## src/rtl/getir_hizalayici_pkg.sv

```systemverilog
// Shared constants for the fetch aligner: PC/instruction widths, halfword width
// and the RVC length-decode rule.
package getir_hizalayici_pkg;

    localparam int PS_BIT     = 32;
    localparam int BUYRUK_BIT = 32;
    localparam int YARIM_BIT  = 16;

    // Low two bits of the first halfword equal to 2'b11 mark a full 32-bit instruction.
    localparam logic [1:0] RVC_DEGIL = 2'b11;

    function automatic logic rvc_mi(input logic [1:0] alt_bitler);
        return alt_bitler != RVC_DEGIL;
    endfunction

endpackage

```

## src/rtl/getir_hizalayici_yarim_kuyruk.sv

```systemverilog
// Circular halfword queue: pushes up to GIRIS halfwords per cycle, pops 0/1/2,
// exposes the head halfword and the one after it.
module yarim_kuyruk
    import getir_hizalayici_pkg::*;
#(
    parameter int DERINLIK = 16,
    parameter int GIRIS    = 4
) (
    input  logic                          clk_i,
    input  logic                          rst_i,
    input  logic                          temizle_i,
    input  logic [$clog2(GIRIS):0]        itme_sayi_i,
    input  logic [GIRIS*YARIM_BIT-1:0]    itme_veri_i,
    input  logic [1:0]                    cekme_sayi_i,
    output logic [YARIM_BIT-1:0]          bas_o,
    output logic [YARIM_BIT-1:0]          bas1_o,
    output logic [$clog2(DERINLIK):0]     doluluk_o
);

    localparam int AW = $clog2(DERINLIK);
    localparam int DW = AW + 1;
    localparam int SW = $clog2(GIRIS) + 1;

    logic [YARIM_BIT-1:0] mem_q [DERINLIK];
    logic [AW-1:0]        bas_q, bas_d, kuyruk_q, kuyruk_d, bas1_adr;
    logic [DW-1:0]        doluluk_q, doluluk_d;
    logic [AW-1:0]        yaz_adr [GIRIS];
    logic [GIRIS-1:0]     yaz_en;

    // Halfword gi of the (pre-shifted) block lands gi slots past the tail.
    generate
        for (genvar gi = 0; gi < GIRIS; gi++) begin : g_yaz
            assign yaz_adr[gi] = kuyruk_q + AW'(gi);
            assign yaz_en[gi]  = !temizle_i && (itme_sayi_i > SW'(gi));
        end
    endgenerate

    always_ff @(posedge clk_i) begin
        for (int i = 0; i < GIRIS; i++) begin
            if (yaz_en[i]) begin
                mem_q[yaz_adr[i]] <= itme_veri_i[i*YARIM_BIT +: YARIM_BIT];
            end
        end
    end

    always_comb begin
        bas_d     = bas_q + AW'(cekme_sayi_i);
        kuyruk_d  = kuyruk_q + AW'(itme_sayi_i);
        doluluk_d = doluluk_q + DW'(itme_sayi_i) - DW'(cekme_sayi_i);
        if (temizle_i) begin
            bas_d     = '0;
            kuyruk_d  = '0;
            doluluk_d = '0;
        end
    end

    always_ff @(posedge clk_i) begin
        if (rst_i) begin
            bas_q     <= '0;
            kuyruk_q  <= '0;
            doluluk_q <= '0;
        end else begin
            bas_q     <= bas_d;
            kuyruk_q  <= kuyruk_d;
            doluluk_q <= doluluk_d;
        end
    end

    assign bas1_adr  = bas_q + AW'(1);
    assign bas_o     = mem_q[bas_q];
    assign bas1_o    = mem_q[bas1_adr];
    assign doluluk_o = doluluk_q;

endmodule

```

## src/rtl/getir_hizalayici.sv

```systemverilog
// Fetch aligner: turns L1I fetch blocks into a stream of 16/32-bit instructions,
// with request credit control and flush-time discarding of stale responses.
module getir_hizalayici
    import getir_hizalayici_pkg::*;
#(
    parameter int OBEK_BIT   = 64,
    parameter int DERINLIK   = 16,
    parameter int MAKS_ISTEK = 8
) (
    input  logic                        clk_i,
    input  logic                        rst_i,
    input  logic                        g1_istek_yapildi_i,
    output logic                        g1_istek_izin_o,
    input  logic [OBEK_BIT-1:0]         l1b_obek_i,
    input  logic [PS_BIT-1:0]           l1b_ps_i,
    input  logic                        l1b_gecerli_i,
    output logic                        l1b_hazir_o,
    output logic [BUYRUK_BIT-1:0]       coz_buyruk_o,
    output logic [PS_BIT-1:0]           coz_ps_o,
    output logic                        coz_rvc_o,
    output logic                        coz_gecerli_o,
    input  logic                        coz_hazir_i,
    input  logic                        bosalt_i,
    output logic [$clog2(DERINLIK):0]   doluluk_o
);

    localparam int GIRIS = OBEK_BIT / YARIM_BIT;
    localparam int IW    = $clog2(GIRIS);
    localparam int OW    = $clog2(OBEK_BIT / 8);
    localparam int SW    = IW + 1;
    localparam int DW    = $clog2(DERINLIK) + 1;
    localparam int BW    = $clog2(MAKS_ISTEK + 1);
    localparam int KW    = $clog2(2 * MAKS_ISTEK + 1);

    logic [IW-1:0]        ilk_idx;
    logic [OBEK_BIT-1:0]  itme_veri;
    logic [SW-1:0]        itme_sayi;
    logic [1:0]           cekme_sayi;
    logic [YARIM_BIT-1:0] bas, bas1;
    logic [DW-1:0]        doluluk;
    logic                 kabul, itme, cekme, dusuruluyor, bas_rvc, tamam;
    logic [BW-1:0]        bekleyen_q, bekleyen_d;
    logic [KW-1:0]        dusur_q, dusur_d, dusur_toplam;
    logic [PS_BIT-1:0]    bas_ps_q, bas_ps_d;

    yarim_kuyruk #(
        .DERINLIK (DERINLIK),
        .GIRIS    (GIRIS)
    ) u_kuyruk (
        .clk_i        (clk_i),
        .rst_i        (rst_i),
        .temizle_i    (bosalt_i),
        .itme_sayi_i  (itme_sayi),
        .itme_veri_i  (itme_veri),
        .cekme_sayi_i (cekme_sayi),
        .bas_o        (bas),
        .bas1_o       (bas1),
        .doluluk_o    (doluluk)
    );

    // Drop the halfwords below the fetch PC by shifting the block down.
    assign ilk_idx   = l1b_ps_i[OW-1:1];
    assign itme_veri = l1b_obek_i >> {ilk_idx, 4'b0000};

    assign dusuruluyor   = dusur_q != '0;
    assign bas_rvc       = rvc_mi(bas[1:0]);
    assign tamam         = bas_rvc ? (doluluk != '0) : (doluluk >= DW'(2));
    assign coz_gecerli_o = tamam && !bosalt_i;
    assign cekme         = coz_gecerli_o && coz_hazir_i;
    assign cekme_sayi    = !cekme ? 2'd0 : (bas_rvc ? 2'd1 : 2'd2);

    assign l1b_hazir_o = ((DERINLIK - int'(doluluk) + int'(cekme_sayi)) >= GIRIS) || dusuruluyor;
    assign kabul       = l1b_gecerli_i && l1b_hazir_o;
    assign itme        = kabul && !dusuruluyor && !bosalt_i;
    assign itme_sayi   = itme ? SW'(GIRIS - int'(ilk_idx)) : '0;

    // Credit: reserve a whole block of space for every request still in flight.
    assign g1_istek_izin_o = (int'(bekleyen_q) < MAKS_ISTEK) &&
                             ((int'(doluluk) + (int'(bekleyen_q) + 1) * GIRIS) <= DERINLIK);

    assign dusur_toplam = dusur_q + KW'(bekleyen_q);

    always_comb begin
        bekleyen_d = bekleyen_q;
        dusur_d    = dusur_q;
        if (bosalt_i) begin
            bekleyen_d = g1_istek_yapildi_i ? BW'(1) : '0;
            dusur_d    = (kabul && dusur_toplam != '0) ? dusur_toplam - KW'(1) : dusur_toplam;
        end else begin
            if (g1_istek_yapildi_i) begin
                bekleyen_d = bekleyen_d + BW'(1);
            end
            if (kabul && !dusuruluyor && bekleyen_d != '0) begin
                bekleyen_d = bekleyen_d - BW'(1);
            end
            if (kabul && dusuruluyor) begin
                dusur_d = dusur_q - KW'(1);
            end
        end
    end

    // A block landing in a queue that drains empty this cycle re-seeds the head PC.
    always_comb begin
        bas_ps_d = bas_ps_q;
        if (itme && doluluk == DW'(cekme_sayi)) begin
            bas_ps_d = l1b_ps_i & ~PS_BIT'(1);
        end else if (cekme) begin
            bas_ps_d = bas_ps_q + (bas_rvc ? PS_BIT'(2) : PS_BIT'(4));
        end
    end

    always_ff @(posedge clk_i) begin
        if (rst_i) begin
            bekleyen_q <= '0;
            dusur_q    <= '0;
            bas_ps_q   <= '0;
        end else begin
            bekleyen_q <= bekleyen_d;
            dusur_q    <= dusur_d;
            bas_ps_q   <= bas_ps_d;
        end
    end

    assign coz_buyruk_o = !tamam ? '0 :
                          (bas_rvc ? {{(BUYRUK_BIT-YARIM_BIT){1'b0}}, bas} : {bas1, bas});
    assign coz_ps_o     = bas_ps_q;
    assign coz_rvc_o    = tamam && bas_rvc;
    assign doluluk_o    = doluluk;

endmodule

```

## config.mk

```make
export PLATFORM = sky130hd
export DESIGN_NAME = getir_hizalayici
export DESIGN_NICKNAME = d
export VERILOG_FILES = /design/src/rtl/getir_hizalayici_pkg.sv /design/src/rtl/getir_hizalayici_yarim_kuyruk.sv /design/src/rtl/getir_hizalayici.sv
export SDC_FILE = /design/constraint.sdc
export NUM_CORES = 1
export LEC_CHECK = 0
export CAP_MARGIN = 0
export CELL_PAD_IN_SITES_DETAIL_PLACEMENT = 0
export CELL_PAD_IN_SITES_GLOBAL_PLACEMENT = 1
export CORE_UTILIZATION = 48
export DETAILED_ROUTE_END_ITERATION = 7
export PLACE_DENSITY = 0.82
export SLEW_MARGIN = 20
export SYNTH_ARGS = -nofsm -noshare
export SYNTH_HDL_FRONTEND = slang
export SYNTH_SLANG_ARGS = --single-unit
```

## constraint.sdc

```tcl
create_clock -name clk_i -period 9.3 [get_ports clk_i]
set_clock_uncertainty 0.1 [all_clocks]
set_input_delay 1.395 -clock clk_i [delete_from_list [all_inputs] [get_ports clk_i]]
set_output_delay 1.395 -clock clk_i [all_outputs]
set_load 0.02 [all_outputs]
```

==> results of run 1 <==
[critical path, delay by kind of cell (launching register included)]
family                     cells  cell delay (ps)
DFF                            1              960
AOI/OAI and AO/OA              5              970
and+or+nand+nor                6             1570
buffers and inverters          4             1200
adders and majority gates      2              560
muxes                          1              360
[final cells by class]
type / instances / area (um2)
inverters: 37 / 139
fillers: 4289 / 22500
clock buffers: 51 / 1020
clock inverters: 15 / 140
diodes: 1 / 2.50
well taps: 672 / 841
multi-input cells: 1737 / 14600
repair buffers: 254 / 2330
flip-flops and latches: 309 / 8760
[layer usage]
metal / track usage / routed length [um]
met1: 0.479 / 35400
met5: 0.0156 / 277
met2: 0.543 / 42000
met4: 0.115 / 3560
met3: 0.139 / 15800
[worst max path at each step]
stage,from,end,slack [ps],cells past startpoint
floorplan,u_kuyruk.bas_q[0],u_kuyruk.mem_q[13][0],2800,19
global placement,bosalt_i,l1b_hazir_o,2260,16
detailed placement,bosalt_i,u_kuyruk.mem_q[3][11],2130,14
CTS,u_kuyruk.bas_q[2],l1b_hazir_o,1620,18
global route,u_kuyruk.bas_q[2],l1b_hazir_o,1160,18
finish,u_kuyruk.bas_q[2],l1b_hazir_o,1580,18
[stage by stage]
stage	area [um2]	power, mW	worst slack, ps
2_1_floorplan	24600	3.05	2800
3_3_place_gp	26600	3.64	2260
3_5_place_dp	26700	3.69	2130
4_1_cts	27800	5.11	1620
5_1_grt	27800	5.34	1160
6_report	27800	5.17	1580
[report_power, final]
| part | total [mW] | internal (mW) | leakage (nW) | switching, mW |
|---|---|---|---|---|
| sequential | 1.73 | 1.62 | 2.74 | 0.115 |
| combinational | 1.98 | 0.748 | 6.34 | 1.23 |
| clock | 1.46 | 0.825 | 0.561 | 0.636 |
[sequential cells by signal, indices dropped and copies added, names as in the netlist]
signal              flops
bekleyen_q              4
coz_ps_o               31
dusur_q                 5
u_kuyruk.bas_q          4
u_kuyruk.doluluk_o      5
u_kuyruk.kuyruk_q       4
u_kuyruk.mem_q        256
[cell families after synthesis]
| family | count (synthesis) | synth area share |
|---|---|---|
| AOI/OAI and AO/OA | 727 | 0.205 |
| and+or+nand+nor | 554 | 0.120 |
| muxes | 350 | 0.216 |
| DFF | 309 | 0.356 |
| xor gates and xnor gates | 61 | 0.0217 |
| adders and majority gates | 44 | 0.0241 |
| buffers and inverters | 304 | 0.0580 |
| other | 1 | 0.000152 |
[layout by cell type, fill, tap and decap left out, types with 15 or more instances in the layout]
cell type	n
a211oi_1	94
a21boi_0	15
a21oi_1	153
a221oi_1	58
a22oi_1	31
a32oi_1	50
and2_1	31
and3_1	17
buf_4	82
clkbuf_16	38
clkdlybuf4s50_1	170
dfxtp_1	50
edfxtp_1	256
ha_1	36
inv_1	37
mux2_2	15
mux2i_1	192
mux4_2	141
nand2_1	97
nand3_1	46
nand4_1	32
nor2_1	170
nor2b_1	44
nor3_1	19
o21ai_0	18
o21ai_1	20
o221ai_1	15
o22ai_1	182
or2_2	21
xnor2_1	36
xor2_1	23
==> impl_metrics.json, run 1 <==
{
  "clk_latency_ps": 570,
  "drtAntennaViolNets": 0,
  "tightestPinTransition_ps": 1200,
  "rsz0062_at_grt": "no",
  "post-dp-hpwl_mm": 68.8,
  "critPathCaptureType": "output pin",
  "first_pass_iters": 8,
  "synthArstFlopShare": 0,
  "ys.flop_type": "edfxtp_1",
  "fp.coreArea_mm2": 0.0504,
  "worstPathCellList": "mux4_2 > a22oi_1 > and3_1 > o21ai_0 > o31ai_4 > or2_2 > nor2_1 > ha_1 > ha_1 > inv_1 > nor4b_1 > o31ai_1 > o311a_1 > buf_4 > nand2_1 > nand2_1 > inv_1 > clkdlybuf4s50_1",
  "fmax_mhz": 129,
  "r2r_slack_ps": 2080,
  "gp_congestion": 1.00,
  "post_cts_resized": 0,
  "postCtsSetupBuffers": 0,
  "synth_top_area_frac": 0.313,
  "yosysTopAreaCell": "edfxtp_1",
  "io_buffers": 172,
  "syn_avg_cell_area_um2": 10.5,
  "root_buffer": "clkbuf_16",
  "drv_cap": 0,
  "num-nets-final": 2520,
  "critPathArrivalTime_ps": 6230,
  "cts_buffers": 36,
  "power.density_mw_per_mm2": 186,
  "peakVddDrop_v": 0.000208,
  "slew_headroom": 0.195,
  "reg2regPathDepth": 17,
  "cts_tree": "built",
  "vias_per_cell": 7.41,
  "grt_max_degree": 63,
  "die_w_um": 228,
  "final_core_util": 0.553,
  "drc": 33,
  "hold_path.class": "flip-flop to flip-flop",
  "grt_overflow_total": 0,
  "synth_cell_types": 81,
  "whs_ps": 419,
  "cts.sinks": 309,
  "start_kind": "flip-flop",
  "drive_gt1_frac": 0.159,
  "area_growth_pct": 13.2,
  "fin_setup_tns_ps": 0,
  "hold_buffers": 0,
  "synth_nets": 2495,
  "ys_ff_latch": 309,
  "ys_top_cells_by_area": "edfxtp_1 31%, mux4_2 13%, mux2i_1 7.8%",
  "clk_pin_slew_ps": 60,
  "die_y_um": 228,
  "min_from": "coz_ps_o[1]",
  "die-area_mm2": 0.0522,
  "slew_viol_final": 0,
  "synth_warnings": 0,
  "finalHoldViolations": 0,
  "min_period_ps": 7720,
  "grt_pass1_wl_mm": 142,
  "synth_commonest_cells": "256 x edfxtp_1, 192 x mux2i_1, 182 x o22ai_1, 174 x nor2_1, 153 x a21oi_1",
  "num_vias": 22800,
  "setup_viol": 0,
  "whs_path_depth": 2,
  "rr_startpoint": "u_kuyruk.bas_q[2]",
  "wl_mm": 97.0,
  "wl_per_cell_um": 31.5,
  "first_iter_violations": 3775,
  "ios": 175,
  "dp_cells": 3009,
  "timing.rr.end": "u_kuyruk.mem_q[3][4]",
  "synth_seq_area_share": 0.356,
  "netlist_area_mm2": 0.0246,
  "min_period_over_period": 0.830,
  "syn_inst": 2350,
  "status": "complete, but fails checks",
  "slowest_stage": "dfxtp_2",
  "htreeDepth": 2,
  "worstHoldEndpoint": "coz_ps_o[1]",
  "required_ps": 7810,
  "cp_max_fo": 27,
  "violations": "design-rule violations",
  "post-synth-top-count-cell": "edfxtp_1",
  "grt_pass1_vias": 21600,
  "num_rows": 82,
  "cp_slowest_stage_delay_ps": 960,
  "synth_edf_count": 256,
  "cts_buffer_depth": 3,
  "antenna_found_initial": 5,
  "initial_utilization": 0.488,
  "finalNonFillerCells": 3076,
  "leakagePower_nw": 9.64,
  "grt_usage": 0.362,
  "critPathKind": "flip-flop to output pin"
}
Power figures use the tool's default switching activity.
==> run 2: changes to the inputs <==
==> constraint.sdc (replaced) <==
create_clock -name clk_i -period 7.2 [get_ports clk_i]
set_clock_uncertainty 0.1 [all_clocks]
set_input_delay 1.08 -clock clk_i [delete_from_list [all_inputs] [get_ports clk_i]]
set_output_delay 1.08 -clock clk_i [all_outputs]
set_load 0.02 [all_outputs]
==> run 2 against run 1 <==
The flow still finishes with violations (design-rule violations). Worst setup slack got worse by 1200 ps. Non-clock buffer count rose by 15. Final cell count rose by 0.52%. Combinational power rose by 32%. Flip-flop and latch count did not move. Critical endpoint unchanged. Highest routed layer unchanged.
==> impl_metrics.json, run 2 (same netlist as run 1, synthesis figures left out) <==
{
  "cts_buffers": 38,
  "whs_path_depth": 2,
  "tightestPinTransition_ps": 1240,
  "antenna_found_initial": 2,
  "slew_headroom": 0.170,
  "leakagePower_nw": 9.78,
  "num-nets-final": 2537,
  "drc": 22,
  "min_period_ps": 6870,
  "fmax_mhz": 146,
  "min_period_over_period": 0.954,
  "first_iter_violations": 3794,
  "start_kind": "flip-flop",
  "slew_viol_final": 0,
  "initial_utilization": 0.488,
  "reg2regPathDepth": 18,
  "rsz0062_at_grt": "no",
  "num_vias": 23200,
  "drtAntennaViolNets": 0,
  "post-dp-hpwl_mm": 71.9,
  "io_buffers": 172,
  "cp_max_fo": 18,
  "cts.sinks": 309,
  "wl_per_cell_um": 33.2,
  "setup_viol": 0,
  "diodes": 0,
  "multiInputGateArea_mm2": 0.0146,
  "clk_latency_ps": 580,
  "grt_usage": 0.386,
  "slowest_stage": "clkdlybuf4s50_1",
  "hold_buffers": 0,
  "r2r_slack_ps": 640,
  "worstHoldEndpoint": "coz_ps_o[1]",
  "fin_setup_tns_ps": 0,
  "gp_congestion": 0.999,
  "critPathArrivalTime_ps": 5690,
  "htreeDepth": 2,
  "die_w_um": 228,
  "path_delay_family": "simple AND/OR/NAND/NOR gates",
  "drive_gt1_frac": 0.174,
  "fillers": 4376,
  "final_cell_mix": "256 x edfxtp_1, 192 x mux2i_1, 182 x o22ai_1",
  "die_y_um": 228,
  "worstPathCellList": "mux4_1 > a22oi_1 > and3_2 > o31ai_4 > or2_2 > nor2_1 > ha_1 > ha_1 > inv_1 > nor4b_1 > o31ai_1 > o311a_1 > nand2_1 > nand2_1 > inv_1 > clkdlybuf4s50_1",
  "cts_buffer_depth": 3,
  "num_rows": 82,
  "largest_reg_flops": 256,
  "critPathKind": "flip-flop to output pin",
  "die-area_mm2": 0.0522,
  "ios": 175,
  "design_area_mm2": 0.0281,
  "grt_overflow_total": 0,
  "final_core_util": 0.558,
  "post_cts_resized": 0,
  "power.density_mw_per_mm2": 245,
  "root_buffer": "clkbuf_16",
  "dpl-instance-area_mm2": 0.0268,
  "timing.rr.end": "u_kuyruk.mem_q[6][9]",
  "grt_max_degree": 58,
  "violations": "design-rule violations",
  "finalHoldViolations": 0,
  "cts_tree": "built",
  "cp_slowest_stage_delay_ps": 640,
  "peakVddDrop_v": 0.000212,
  "grt_pass1_wl_mm": 149,
  "postCtsSetupBuffers": 0,
  "critPathCaptureType": "output pin",
  "rr_startpoint": "u_kuyruk.bas_q[0]",
  "grt_pass1_vias": 21900,
  "clk_pin_slew_ps": 60,
  "fp.coreArea_mm2": 0.0504,
  "area_growth_pct": 14.4,
  "layout_commonest_cell": "edfxtp_1",
  "required_ps": 6020,
  "seq_area_mm2": 0.00876,
  "hold_path.class": "flip-flop to flip-flop",
  "min_from": "coz_ps_o[1]",
  "wl_mm": 103,
  "vias_per_cell": 7.49,
  "drv_cap": 0,
  "first_pass_iters": 8,
  "crit_buf_inv": 3,
  "status": "complete, but fails checks"
}
==> run 2: worst max path at each step <==
| stage | startpoint | end | slack [ps] | depth (start not counted) |
|---|---|---|---|---|
| after global routing | u_kuyruk.bas_q[1] | l1b_hazir_o | 20 | 17 |
| after CTS | u_kuyruk.bas_q[0] | l1b_hazir_o | 290 | 16 |
| after floorplan | u_kuyruk.bas_q[0] | u_kuyruk.mem_q[13][0] | 700 | 19 |
| after detailed placement | u_kuyruk.bas_q[0] | u_kuyruk.mem_q[11][11] | 790 | 18 |
| final | u_kuyruk.bas_q[0] | l1b_hazir_o | 330 | 16 |
| after global placement | u_kuyruk.bas_q[0] | u_kuyruk.mem_q[3][10] | 750 | 17 |
==> run 2: layer usage <==
| metal | vias to the layer above | routed length [um] | GRT usage |
|---|---|---|---|
| met5 | - | 16 | 0 |
| met4 | 2 | 4100 | 0.137 |
| met3 | 309 | 17500 | 0.162 |
| met2 | 2058 | 42900 | 0.557 |
| met1 | 11300 | 38200 | 0.517 |
| li1 | 9522 | - | - |
==> run 2: layout make-up <==
cell class                      count  area share
Multi-Input combinational cell   1737       0.520
Timing Repair Buffer              269      0.0876
Inverter                           37     0.00494
Clock buffer                       42      0.0351
Clock inverter                     26      0.0107
Sequential cell                   309       0.311
Tap cell                          672      0.0299
==> run 2: where the power goes <==
group	switching [mW]	total [mW]	leakage, nW	internal (mW)
registers	0.141	2.23	2.74	2.09
logic	1.65	2.62	6.44	0.973
clock network	0.865	2.05	0.606	1.18
total	2.65	6.89	9.78	4.24
==> run 2: worst register-to-register path: cells and delay by family, from the launching register on <==
| family | cells | cell delay (ps) |
|---|---|---|
| adder cells (fa/ha/maj) | 2 | 580 |
| AND/OR/NAND/NOR | 7 | 2740 |
| multiplexers | 1 | 600 |
| buffers and inverters | 3 | 670 |
| flip-flops | 1 | 540 |
| AO/OA/AOI/OAI | 5 | 990 |
==> run 2: stage by stage <==
stage                     instances  total power, mW  hold WS, ps  worst slack, ps
after floorplan                2350             3.93          449              700
after global placement         3024             4.76          397              747
after detailed placement       3024             4.81          408              786
after CTS                      3092             6.81          414              292
after global routing           3092             7.13          457             19.8
final                          3092             6.89          418              333
